===== config.mk =====
export PLATFORM = sky130hd
export DESIGN_NAME = inst_mem_loader
export DESIGN_NICKNAME = d
export VERILOG_FILES = /design/src/rtl/inst_mem_loader.sv
export SDC_FILE = /design/constraint.sdc
export NUM_CORES = 1
export LEC_CHECK = 0
export CORE_ASPECT_RATIO = 0.8
export CORE_MARGIN = 10
export CORE_UTILIZATION = 23
export CTS_CLUSTER_SIZE = 25
export DETAILED_ROUTE_END_ITERATION = 7
export DONT_BUFFER_PORTS = 1
export HOLD_SLACK_MARGIN = 0.05
export PLACE_DENSITY_LB_ADDON = 0.1
export SETUP_SLACK_MARGIN = 0.1
export SKIP_LAST_GASP = 1
export SLEW_MARGIN = 20
export SYNTH_ARGS = -nofsm -noshare
export SYNTH_HDL_FRONTEND = slang
export SYNTH_SLANG_ARGS = --single-unit

===== constraint.sdc =====
create_clock -name clk -period 2.35 [get_ports clk]
set_clock_uncertainty 0.05 [all_clocks]
set_input_delay 0 -clock clk [delete_from_list [all_inputs] [get_ports clk]]
set_output_delay 0 -clock clk [all_outputs]
set_load 0.02 [all_outputs]

===== src/rtl/inst_mem_loader.sv =====
// Instruction memory loader: parses a framed byte stream (length, data, XOR checksum),
// writes assembled words from address 0 and holds the CPU in reset until the image checks out.
module inst_mem_loader #(
  parameter int width  = 32,
  parameter int depth  = 2048,
  parameter int adr_in = 11
) (
  input  logic              clk,
  input  logic              rst,
  input  logic              load_start,
  input  logic              byte_valid,
  input  logic [7:0]        byte_data,
  output logic              byte_ready,
  output logic              wr_en,
  output logic [adr_in-1:0] wr_adr,
  output logic [width-1:0]  wr_data,
  output logic              cpu_hold,
  output logic              load_done,
  output logic              load_error,
  output logic [adr_in:0]   words_loaded
);

  // state | meaning
  // IDLE  | waiting for load_start after reset
  // LEN0  | expecting count[7:0]
  // LEN1  | expecting count[15:8]; length checked as it is accepted
  // DATA  | assembling a word, little-endian
  // WRITE | single-cycle memory write of the assembled word
  // CSUM  | expecting checksum byte
  // DONE  | image valid, CPU released
  // ERR   | overflow or checksum mismatch, CPU held
  typedef enum logic [2:0] {IDLE, LEN0, LEN1, DATA, WRITE, CSUM, DONE, ERR} state_t;

  localparam int BPW = width / 8;
  localparam int BCW = (BPW > 1) ? $clog2(BPW) : 1;

  state_t             state;
  logic [15:0]        count;
  logic [BCW-1:0]     bcnt;
  logic [width-1:0]   shreg;
  logic [7:0]         csum;

  logic               accept;
  logic [width+7:0]   shift_tmp;
  logic [width-1:0]   next_word;
  logic [15:0]        full_count;
  logic [adr_in:0]    words_next;
  logic               last_word;

  assign accept     = byte_valid && byte_ready;
  // New byte enters at the top so that after BPW bytes the first one sits in [7:0].
  assign shift_tmp  = {byte_data, shreg};
  assign next_word  = shift_tmp[width+7:8];
  assign full_count = {byte_data, count[7:0]};
  assign words_next = words_loaded + 1'b1;
  assign last_word  = (32'(words_next) == 32'(count));

  always_ff @(posedge clk or negedge rst) begin
    if (!rst) begin
      state        <= IDLE;
      count        <= '0;
      bcnt         <= '0;
      shreg        <= '0;
      csum         <= '0;
      byte_ready   <= 1'b0;
      wr_en        <= 1'b0;
      wr_adr       <= '0;
      wr_data      <= '0;
      cpu_hold     <= 1'b0;
      load_done    <= 1'b0;
      load_error   <= 1'b0;
      words_loaded <= '0;
    end else begin
      wr_en <= 1'b0;
      case (state)
        IDLE, DONE, ERR: begin
          if (load_start) begin
            state        <= LEN0;
            byte_ready   <= 1'b1;
            cpu_hold     <= 1'b1;
            load_done    <= 1'b0;
            load_error   <= 1'b0;
            words_loaded <= '0;
            csum         <= '0;
            count        <= '0;
            bcnt         <= '0;
            shreg        <= '0;
          end
        end
        LEN0: begin
          if (accept) begin
            count[7:0] <= byte_data;
            csum       <= csum ^ byte_data;
            state      <= LEN1;
          end
        end
        LEN1: begin
          if (accept) begin
            count[15:8] <= byte_data;
            csum        <= csum ^ byte_data;
            if (32'(full_count) > depth) begin
              state      <= ERR;
              byte_ready <= 1'b0;
              load_error <= 1'b1;
            end else if (full_count == 16'd0) begin
              state <= CSUM;
            end else begin
              state <= DATA;
            end
          end
        end
        DATA: begin
          if (accept) begin
            csum  <= csum ^ byte_data;
            shreg <= next_word;
            if (bcnt == BCW'(BPW - 1)) begin
              bcnt       <= '0;
              state      <= WRITE;
              byte_ready <= 1'b0;
              wr_en      <= 1'b1;
              wr_adr     <= words_loaded[adr_in-1:0];
              wr_data    <= next_word;
            end else begin
              bcnt <= bcnt + 1'b1;
            end
          end
        end
        WRITE: begin
          words_loaded <= words_next;
          byte_ready   <= 1'b1;
          state        <= last_word ? CSUM : DATA;
        end
        CSUM: begin
          if (accept) begin
            byte_ready <= 1'b0;
            if (byte_data == csum) begin
              state     <= DONE;
              load_done <= 1'b1;
              cpu_hold  <= 1'b0;
            end else begin
              state      <= ERR;
              load_error <= 1'b1;
            end
          end
        end
        default: begin
          state      <= IDLE;
          byte_ready <= 1'b0;
        end
      endcase
    end
  end

endmodule


==> results.yml <==
outcome:
  failed_checks: "negative hold slack"
  status: "complete, but fails checks"
route:
  dr.pass1.iters: 5
  drtIter0Drc: 214
  vias_per_cell: 4.540
  postRouteWirelength_mm: 16.63
  wl_per_cell_um: 18.42
  drc: 0
  vias: 4100
  ant_nets: 0
synth:
  ys_seq_elements: 113
  synth_top_area_share_pct: 51.59
  synthTopCellsByArea: "dfrtp_1 (52%), mux2_2 (9.0%), o21ai_0 (7.5%)"
  synth_most_common_cell: "dfrtp_1"
  postSynthAreaPerCell_um2: 9.841
  synth_nets: 571
  ys_types: 50
  yosys.area.top_type: "dfrtp_1"
  syn_inst: 557
  async_flop_share_pct: 100.0
  synthTopCellsByCount: "dfrtp_1 (113), o21ai_0 (82), nand2_1 (77), mux2_2 (44), nand3_1 (29)"
  ys_seq_area_share_pct: 51.59
  syn_area_um2: 5482
  synthFlopType: "dfrtp_1"
  synth_enable_flop_cells: 0
  yosysWarnings: 0
sta:
  setup_violations: 0
  hold_viol_final: 113
  hold_slack_ns: -0.7715
  slew_headroom_pct: 59.53
  clock.fmax_mhz: 476.6
  fin_crit_ns: 2.098
  rsz0062_at_grt: "no"
  fin_tns_setup_ns: 0
  tightest_slew_ns: 0.6049
  period_share_pct: 89.29
  slew_violations: 0
global_routing:
  overflow: 0
  grt_pass1_wl_mm: 26.27
  grt_max_degree: 114
  grt_pass1_vias: 4191
  track_usage_pct: 11.34
  grt_antenna_before_repair: 0
final_layout:
  final_nets: 592
  syn_to_final_growth_pct: 21.16
  fill_cells: 2511
  multi_input_area_um2: 2382
  drive_gt1_share_pct: 21.49
  ff_latch_area_um2: 2831
  diodes: 0
  stdcell_area_um2: 6641
placed_design:
  io_buffers: 0
  gp_congestion: 0.8362
  dp_hpwl_mm: 11.04
  placedInstanceArea_um2: 5961
pwr:
  power.density_nw_per_um2: 1267
  power_mw: 8.415
  peakVddDrop_v: 0.0005259
  p_leak_nw: 2.912
clock_network:
  clkLatencyLatePin_ns: 0.42
  cts_tree: "yes"
  clock-root-buffer: "clkbuf_16"
  clock_path_buffers: 2
  cts_hold_buffers: 10
  cts_inserted_buffers: 17
  cts.clk_slew.worst_paths_ns: 0.06
  cts_sinks: 113
  htreeDepth: 4
setup_path:
  reg2reg_depth: 7
  critPathMaxFanout: 8
  required_ns: 2.65
  critPathKind: "reg2reg"
  critical_path_depth: 7
  path_delay_family: "compound AO/OA/AOI/OAI gates"
  critPathBufInv: 1
  critical_path.max_stage_delay_ns: 0.45
  path_common_cell: "a21o_1"
  path_cells: "buf_4 > and4_1 > a21o_1 > a211oi_1 > o211ai_1 > a2111oi_4 > a21o_1"
  end_kind: "flop"
  critical-path-slowest-cell: "dfrtp_2"
  arrival_ns: 2.40
  worst_setup_path_start_kind: "flop"
hold_path:
  hold_path.class: "in2async"
floorplan:
  die_y_um: 158.1
  die_x_um: 192.6
  initial_core_util_pct: 23.43
  dieArea_um2: 30450
  io_pins: 72
  rows: 50
  core_area_um2: 23400
job:
  maxCapViolations: 0
==> layer usage <==
metal	GRT usage, %	wire length, µm	vias to the layer above
li1	-	-	2004
met1	15.89	8359	2014
met5	0	0	-
met2	15.99	7184	65
met4	3.979	245	0
met3	3.452	842	17
==> where the power goes <==
group / internal [mW] / switching (mW) / total, mW
combinational: 1.10 / 1.54 / 2.64
sequential: 2.56 / 0.799 / 3.36
clock: 1.39 / 1.03 / 2.42
==> sequential cells by signal, indices dropped and copies added (netlist names) <==
signal,flops
wr_data,32
shreg,24
count,16
words_loaded,12
wr_adr,11
csum,8
state,3
bcnt,2
byte_ready,1
cpu_hold,1
load_done,1
load_error,1
wr_en,1
==> kinds of logic (layout without fill, tap and decap cells) <==
kind of cell,after synthesis,after routing,synth area share [%]
AND/OR/NAND/NOR,170,170,14.43
AO/OA/AOI/OAI,137,137,15.16
flip-flops,113,113,51.59
buffers and inverters,66,100,5.273
multiplexers,47,47,9.587
XOR/XNOR,22,22,3.515
adder cells (fa/ha/maj),2,2,0.4564
==> area by class of cell <==
cell class,instances,share of cell area (%)
well taps,312,5.878
inverters,19,1.074
flip-flops and latches,113,42.63
clock inverters,14,1.639
multi-input cells,378,35.87
clock buffers,18,6.613
repair buffers,49,6.292
==> layout by cell type (no fill, tap or decap), drive strengths merged, types with 2 or more instances in the layout <==
master	count
o211ai	3
o31ai	8
a21oi	13
o21ai	83
nor3	5
dfrtp	113
clkinv	8
clkbuf	18
a22o	2
nand3	29
mux2i	3
nor4	6
and4	3
o21a	4
nand4	6
nor2b	6
or4	2
o2111ai	3
a31oi	3
xnor2	10
and2	4
and3	6
clkinvlp	2
buf	39
o41ai	2
xor2	12
nand2	77
a2111oi	2
mux2	44
ha	2
a21o	6
nor2	22
inv	23
dlygate4sd3	10
==> timing repair <==
action | 4_1_cts | 5_1_grt
gates resized for setup | 0 | 8
setup buffers | 0 | 2
hold endpoints to repair | 160 | 113
setup endpoints to repair | 0 | 2
==> stage by stage <==
step | worst slack [ns] | cells | util, %
6_report | 0.2518 | 903 | 28.38
5_1_grt | 0.1139 | 903 | 28.38
4_1_cts | 0.1389 | 901 | 28.25
2_1_floorplan | 0.1738 | 557 | -
3_3_place_gp | 0.1689 | 859 | 25.48
3_5_place_dp | 0.1561 | 859 | 25.48
==> worst paths after layout <==
kind	startpoint	endpoint	slack (ns)
worst max-delay path	words_loaded[2]$_DFFE_PN0P_	state[2]$_DFFE_PN0P_	0.25
worst min-delay path	rst	wr_adr[3]$_DFFE_PN0P_	-0.77
worst max register to register	words_loaded[2]$_DFFE_PN0P_	state[2]$_DFFE_PN0P_	0.25
worst min register to register	shreg[11]$_DFFE_PN0P_	shreg[11]$_DFFE_PN0P_	0.43
max in group asynchronous	rst	bcnt[0]$_DFFE_PN0P_	2.82
min in group clk	byte_data[5]	load_error$_DFFE_PN0P_	0.06
Power figures use the tool's default switching activity.
